`src/rtl/decode_stage.sv`:
```
`default_nettype none
// ============================================================================
// Module      : decode_stage
// Description : Instruction decode with register scoreboard and RAW/WAW stall.
//               The macro WB_BYPASS_EN lets a same-cycle retire unblock issue.
// Revision    : 1.0 - initial release
// ============================================================================
module decode_stage #(
    parameter int NREGS = 16,
    parameter int AW    = 5
) (
    input  logic             clk,
    input  logic             rst,
    input  logic             in_valid,
    output logic             in_ready,
    input  logic [15:0]      in_instr,
    output logic             out_valid,
    input  logic             out_ready,
    output logic [3:0]       out_op,
    output logic [AW-1:0]    out_rs,
    output logic [AW-1:0]    out_rt,
    output logic [AW-1:0]    out_rd,
    output logic [15:0]      out_imm,
    output logic             out_we,
    input  logic             wb_valid,
    input  logic [AW-1:0]    wb_rd,
    output logic             halted,
    output logic [NREGS-1:0] pending
);

    localparam logic [0:0] c_st_run    = 1'b0;
    localparam logic [0:0] c_st_halted = 1'b1;
    localparam logic [3:0] c_op_store  = 4'd14;
    localparam logic [3:0] c_op_halt   = 4'd15;

    logic [0:0]       r_state;
    logic [0:0]       w_state_nxt;
    logic [NREGS-1:0] r_pending;
    logic [NREGS-1:0] w_clr;
    logic [NREGS-1:0] w_set;
    logic [NREGS-1:0] w_chk;

    logic             r_out_valid;
    logic [3:0]       r_op;
    logic [AW-1:0]    r_rs, r_rt, r_rd;
    logic [15:0]      r_imm;
    logic             r_we;

    logic [3:0]       w_op, w_rd, w_rs, w_rt;
    logic             w_is_r, w_is_i, w_is_st;
    logic             w_rd_rs, w_rd_rt, w_rd_rd, w_we;
    logic             w_hz, w_accept;
    logic [15:0]      w_imm;
    logic             w_unused_wb_hi;

    assign w_op = in_instr[15:12];
    assign w_rd = in_instr[11:8];
    assign w_rs = in_instr[7:4];
    assign w_rt = in_instr[3:0];

    assign w_is_r  = (w_op >= 4'd1) && (w_op <= 4'd7);
    assign w_is_i  = (w_op >= 4'd8) && (w_op <= 4'd13);
    assign w_is_st = (w_op == c_op_store);

    assign w_rd_rs = w_is_r | w_is_i | w_is_st;
    assign w_rd_rt = w_is_r;
    assign w_rd_rd = w_is_st;
    assign w_we    = w_is_r | w_is_i;
    assign w_imm   = (w_is_i | w_is_st) ? {{12{in_instr[3]}}, in_instr[3:0]} : 16'h0000;

    // Only the low four bits of wb_rd address the scoreboard.
    assign w_unused_wb_hi = ^wb_rd[AW-1:4];

    generate
        for (genvar i = 0; i < NREGS; i++) begin : g_sb
            assign w_clr[i] = wb_valid && (wb_rd[3:0] == 4'(i));
            assign w_set[i] = w_accept && w_we && (w_rd == 4'(i));
        end
    endgenerate

`ifdef WB_BYPASS_EN
    assign w_chk = r_pending & ~w_clr;
`else
    assign w_chk = r_pending;
`endif

    assign w_hz = in_valid & ((w_rd_rs & w_chk[w_rs]) |
                              (w_rd_rt & w_chk[w_rt]) |
                              ((w_rd_rd | w_we) & w_chk[w_rd]));

    assign halted   = (r_state == c_st_halted);
    assign in_ready = !rst & !halted & !w_hz & (!r_out_valid | out_ready);
    assign w_accept = in_valid & in_ready;

    always_comb begin
        w_state_nxt = r_state;
        if (r_state == c_st_run && w_accept && w_op == c_op_halt)
            w_state_nxt = c_st_halted;
    end

    always_ff @(posedge clk) begin
        if (rst) r_state <= c_st_run;
        else     r_state <= w_state_nxt;
    end

    // Set after clear so an issue and a retire of the same register leaves it pending.
    always_ff @(posedge clk) begin
        if (rst) r_pending <= '0;
        else     r_pending <= (r_pending & ~w_clr) | w_set;
    end

    always_ff @(posedge clk) begin
        if (rst) begin
            r_out_valid <= 1'b0;
            r_op        <= '0;
            r_rs        <= '0;
            r_rt        <= '0;
            r_rd        <= '0;
            r_imm       <= '0;
            r_we        <= 1'b0;
        end else if (w_accept) begin
            r_out_valid <= 1'b1;
            r_op        <= w_op;
            r_rs        <= {{(AW-4){1'b0}}, w_rs};
            r_rt        <= w_is_i ? '0 : {{(AW-4){1'b0}}, w_rt};
            r_rd        <= {{(AW-4){1'b0}}, w_rd};
            r_imm       <= w_imm;
            r_we        <= w_we;
        end else if (out_ready) begin
            r_out_valid <= 1'b0;
        end
    end

    assign out_valid = r_out_valid;
    assign out_op    = r_op;
    assign out_rs    = r_rs;
    assign out_rt    = r_rt;
    assign out_rd    = r_rd;
    assign out_imm   = r_imm;
    assign out_we    = r_we;
    assign pending   = r_pending;

endmodule
`default_nettype wire

```
`config.mk`:
```
export PLATFORM = sky130hd
export DESIGN_NAME = decode_stage
export DESIGN_NICKNAME = d
export VERILOG_FILES = /design/src/rtl/decode_stage.sv
export SDC_FILE = /design/constraint.sdc
export NUM_CORES = 1
export LEC_CHECK = 0
export CAP_MARGIN = 10
export CORE_MARGIN = 10
export CORE_UTILIZATION = 42
export CTS_BUF_LIST = sky130_fd_sc_hd__clkbuf_2
export CTS_CLUSTER_DIAMETER = 150
export DETAILED_ROUTE_END_ITERATION = 7
export PLACE_DENSITY = 0.78
export SYNTH_ARGS = -nofsm -noshare
export SYNTH_HDL_FRONTEND = slang
export SYNTH_SLANG_ARGS = --single-unit
```
`constraint.sdc`:
```
create_clock -name clk -period 2.2 [get_ports clk]
set_input_delay 0.22 -clock clk [delete_from_list [all_inputs] [get_ports clk]]
set_output_delay 0.22 -clock clk [all_outputs]
set_load 0.01 [all_outputs]
```
======== Word level (Yosys, flattened, before mapping) ========
Index checks and enable logic that the tools add are counted.
cells by class
  $lt $le $gt $ge ......................... 7
  equal/unequal tests ..................... 32
  muxes and demuxes ....................... 10
  bitwise operators ....................... 18
  reduce and logical (&&, ||, !) cells .... 44
operators with widths
  cell                  count
  $eq A4 B4 Y1 const B  18
  $logic_and A1 B1 Y1   37
  $eq A4 B3 Y1 const B  8
  $and A16 B16 Y16      1
  $eq A4 B2 Y1 const B  4
  $mux W16              1
  $not A16 Y16          1
  $or A16 B16 Y16       1
  $lt A4 B5 Y1 const B  3
  $bmux W1 S4           3
  $and A1 B1 Y1         8
  $eq A4 B1 Y1 const B  2
  $logic_not A4 Y1      2
  $or A1 B1 Y1          6
  $mux W1               5
  $ge A4 B1 Y1 const B  1
  $ge A4 B4 Y1 const B  1
  $le A4 B3 Y1 const B  1
  $le A4 B4 Y1 const B  1
  $logic_not A1 Y1      4
  $mux W4               1
  $reduce_bool A2 Y1    1
  $not A1 Y1            1
storage, ports and cells
  bits in registers ....................... 52
  bits of input ports ..................... 26
  output and inout bits ................... 55
  logic and storage cells ................. 120

======== Longest topological paths before layout ========
  depth in word-level cells ............... 15
  gate-level depth with buffers ........... 8

======== Worst setup path before layout ========
OpenSTA, ideal clock, no wires.
  path kind ............................... register to register
  start point ............................. register r_pending[7], in the netlist pending[7]
  end point ............................... register r_op[2], in the netlist out_op[2]
  library setup time ...................... 121 ps
  arrival ................................. 2025 ps
  required time ........................... 2079 ps
  slack ................................... 53 ps
  stages on the path, launching flop included .. 8
  path buffers ............................ 1
  path through ............................ dfxtp_1 -> mux2i_1 -> mux4_2 -> a2111oi_4 -> a21oi_2 -> nand2_4 -> buf_8 -> mux2_4
between the ends
  cells in the longest elaborated chain, start to end .. 10
RTL lines
  item                                     line    RTL
  from (decl)                              38      logic [NREGS-1:0] r_pending;
  from (signal assigned)                   109     else r_pending <= (r_pending & ~w_clr) | w_set;
  $bmux W1 S4, on equally long branches    87, 88
  $mux W1, on equally long branches        87, 88
  $and A1 B1 Y1, on equally long branches  87, 88
  $or A1 B1 Y1                             87      assign w_hz = in_valid & ((w_rd_rs & w_chk[w_rs]) |
  $or A1 B1 Y1 (*)                         88      (w_rd_rt & w_chk[w_rt]) |
  $and A1 B1 Y1 (*)                        87
  $logic_not A1 Y1 (*)                     92      assign in_ready = !rst & !halted & !w_hz & (!r_out_valid | out_ready);
  $and A1 B1 Y1 (*) (2 in series)          92
  $and A1 B1 Y1 (*)                        93      assign w_accept = in_valid & in_ready;
  to (signal assigned)                     123     r_op <= w_op;
  to (decl)                                44      logic [3:0] r_op;
Mark *: on every way between the ends. The rest lies on a longest branch, timed or not. The select of a mux whose other input is x is not followed.
A chain may end at the register's enable or synchronous reset.

======== Worst setup path in the final report ========
  start point ............................. register r_pending[4], in the netlist pending[4]
  end point ............................... output port in_ready
between the ends
  cells in the longest elaborated chain, start to end .. 9
RTL lines
  item                                     line    RTL
  $bmux W1 S4, on equally long branches    87, 88
  $mux W1, on equally long branches        87, 88
  $and A1 B1 Y1, on equally long branches  87, 88
  $or A1 B1 Y1                             87
  $or A1 B1 Y1 (*)                         88
  $and A1 B1 Y1 (*)                        87
  $logic_not A1 Y1 (*)                     92
  $and A1 B1 Y1 (*) (2 in series)          92
  to (decl)                                15      output logic in_ready,
Marks and branches as above.

==> results.py <==
metrics = {
    "run_status": {
        "status": "finished, violations left",
        "failed_checks": "negative setup slack",
    },
    "critical_path": {
        "cp_data_required_time_ps": 1980,
        "path_class": "reg -> out",
        "cp-start-kind": "register",
        "critical_path.endpoint_type": "output pin",
        "reg2reg_from": "pending[9]$_SDFF_PP0_",
        "critPathSlowestCell": "mux4_2",
        "crit_buf_inv": 2,
        "r2r_slack_ps": -90,
        "worstReg2RegEnd": "out_rs[3]$_SDFFE_PP0P_",
        "crit_chain": "buf_6 > mux4_2 > mux2i_1 > mux2i_1 > o2111ai_4 > and3_4 > buf_6",
        "cp_max_fo": 3,
        "r2r.worst_path.cells": 7,
        "crit_arrival_ps": 2200,
        "critPathMaxStageDelay_ps": 440,
        "crit_family": "multiplexers",
    },
    "timing": {
        "slew_viol_final": 0,
        "fin_skew_ps": 34.2,
        "max_freq_mhz": 414,
        "finalCriticalPeriod_ps": 2420,
        "setup-tns-final_ps": -1710,
        "setup_viol": 23,
        "worstMarginPinSlew_ps": 608,
        "slew_headroom_pct": 59.4,
        "setup_ws_ps": -218,
        "whs_ps": 365,
        "rsz0062_at_grt": "yes",
        "fin_crit_sh_pct": 110,
        "hold_violations": 0,
    },
    "place": {
        "io_buffers": 76,
        "placed_cells": 399,
        "place_area_um2": 3350,
        "dpl.hpwl_um": 5480,
        "gp_congestion": 0.883,
    },
    "synthesis": {
        "yosys_warnings": 0,
        "synthAdderAreaFrac_pct": 0,
        "synth_cell_types": 39,
        "synth.area.top_cells": "dfxtp_1 33%, mux2i_1 8.1%, mux2_4 7.0%, mux4_1 6.7%, nand2_1 6.2%",
        "netlist_top_cells_count": "39 x dfxtp_1, 39 x nand2_1, 19 x mux2i_1",
        "synth_compound_area_share_pct": 11.0,
        "synth_cells": 232,
        "synth-seq-cells": 39,
        "avgSynthCellArea_um2": 10.1,
        "synth.largest_area_cell": "dfxtp_1",
        "yosys.area.top_type_share_pct": 33.3,
        "synth_xor_area_share_pct": 0,
        "async_reset_ff_share_pct": 0,
        "synth_area_um2": 2350,
        "synth_top_family_by_area": "multiplexers",
        "yosysSeqAreaShare_pct": 33.3,
        "synth_edf_count": 0,
        "muxShareOfSynthArea_pct": 27.6,
        "synth-simple-area-share_pct": 18.6,
        "synth-main-ff-cell": "dfxtp_1",
    },
    "die": {
        "coreArea_um2": 5470,
        "io_pins": 81,
        "dieArea_um2": 8980,
        "die_w_um": 94.8,
        "die_y_um": 94.8,
        "start_util_pct": 42.9,
        "rows": 27,
    },
    "global_route": {
        "top_usage_layer": "met2",
        "use_met3_pct": 5.08,
        "overflow": 0,
        "grt_pass1_wl_um": 11500,
        "met2_usage_pct": 26.7,
        "grt_start_max_net_pins": 21,
        "grt_use_total_pct": 16.1,
        "grt_pass1_vias": 2273,
        "antenna_found_initial": 0,
        "grt.met1_usage_pct": 19.4,
    },
    "detailed_routing": {
        "vias": 2182,
        "wl_per_cell_um": 17.5,
        "drtIter0Drc": 149,
        "wl_um": 7280,
        "drtPass1Iterations": 4,
        "antenna_left": 0,
        "viasPerCell": 5.26,
        "route.detailed.drc": 0,
    },
    "finish": {
        "n_fill_cell": 453,
        "syn2layout_area_growth_pct": 51.0,
        "drive_gt1_share_pct": 27.4,
        "final_area_um2": 3540,
        "stdcell_count": 415,
        "diodes": 0,
        "final_nets": 368,
    },
    "run": {
        "maxCapViolations": 0,
    },
    "clocking": {
        "clk_latency_ps": 420,
        "cts_tree": "done",
        "cts_buffer_depth": 2,
        "cts_root_buf": "clkbuf_2",
        "htree_levels": 2,
        "clock_sinks": 39,
        "path_clk_slew_ps": 230,
        "hold_buffers": 0,
        "cts_buffers": 5,
    },
    "power": {
        "p_total_mw": 1.58,
        "irDropWorstVdd_uv": 233,
        "power_density_nw_per_um2": 446,
        "total_leakage_power_nw": 1.46,
    },
    "worst_hold_path": {
        "whs_path_depth": 2,
        "hold_start": "in_instr[4]",
        "hp-class": "in -> reg",
        "min_to": "out_rs[0]$_SDFFE_PP0P_",
    },
}
report_power, final:
group / switching, mW / internal [mW] / total (mW)
Combinational: 0.169 / 0.222 / 0.391
Clock: 0.254 / 0.187 / 0.441
Sequential: 0.0173 / 0.731 / 0.748
Total: 0.440 / 1.14 / 1.58
cell type report:
cell class / instances / area [µm²] / area share [%]
tap: 72 / 90.1 / 2.54
multi-input combinational: 166 / 1380 / 39.0
clock buffer: 5 / 25.0 / 0.706
timing repair buffer: 126 / 1180 / 33.4
clock inverter: 3 / 38.8 / 1.09
sequential: 39 / 808 / 22.8
inverter: 4 / 15.0 / 0.424
worst max-delay path by stage:
stage | startpoint | to | slack [ps] | cells after the start
floorplan | pending[7]$_SDFF_PP0_ | out_op[2]$_SDFFE_PP0P_ | 50 | 7
global placement | in_instr[1] | in_ready | -660 | 7
detailed placement | in_instr[1] | in_ready | -710 | 7
CTS | pending[5]$_SDFF_PP0_ | in_ready | -210 | 7
global route | pending[5]$_SDFF_PP0_ | in_ready | -320 | 6
finish | pending[4]$_SDFF_PP0_ | in_ready | -220 | 7
logic make-up after synthesis:
logic type,Yosys count
AND/OR/NAND/NOR,85
multiplexers,43
flip-flops,39
AO/OA/AOI/OAI,34
buffers and inverters,30
other,1
sequential cells by signal (all words and copies together) (netlist names):
| signal | count |
|---|---|
| halted | 1 |
| out_valid | 1 |
| out_we | 1 |
| out_imm | 4 |
| pending | 16 |
| out_rt | 4 |
| out_rd | 4 |
| out_op | 4 |
| out_rs | 4 |
per-stage QoR:
stage | utilization [%] | setup WS, ps
floorplan | - | 53.5
global placement | 61.2 | -662
detailed placement | 61.2 | -709
CTS | 64.6 | -213
global route | 64.8 | -321
finish | 64.8 | -218
cells in the final DEF (no fill, tap or decap), drive strengths merged, types with 4 or more instances in the layout:
| cell | synthesis | routed |
|---|---|---|
| nor3b | 4 | 4 |
| nand3 | 6 | 6 |
| clkdlybuf4s50 | 0 | 72 |
| nor2b | 14 | 14 |
| mux2 | 13 | 13 |
| buf | 21 | 51 |
| mux2i | 19 | 19 |
| dfxtp | 39 | 39 |
| mux4 | 11 | 11 |
| nor3 | 4 | 4 |
| o211ai | 9 | 9 |
| inv | 4 | 4 |
| clkbuf | 5 | 5 |
| and3 | 4 | 4 |
| nand2 | 40 | 41 |
| o21ai | 15 | 15 |
metal layers:
metal / vias to the layer above / part of all wire [%]
met5: - / 0
met4: 0 / 2.0
met3: 15 / 8.5
li1: 1048 / -
met1: 1023 / 41
met2: 96 / 49
what timing repair did:
| action | in CTS | in global routing |
|---|---|---|
| pin swaps | 3 | 0 |
| gates resized for setup | 32 | 7 |
| cloned | 1 | 0 |
| endpoints found under the setup margin | 23 | 39 |
| setup buffers | 8 | 0 |
worst reg2reg max path, stage by stage, from the launching register on:
cell and delay (ps):
dfxtp_1 410, buf_4 160, mux4_1 480, mux2i_1 150
nand2_1 100, a21oi_2 410, nand2_4 170, mux2_2 300
No activity file was read; power rests on OpenSTA's default activity.
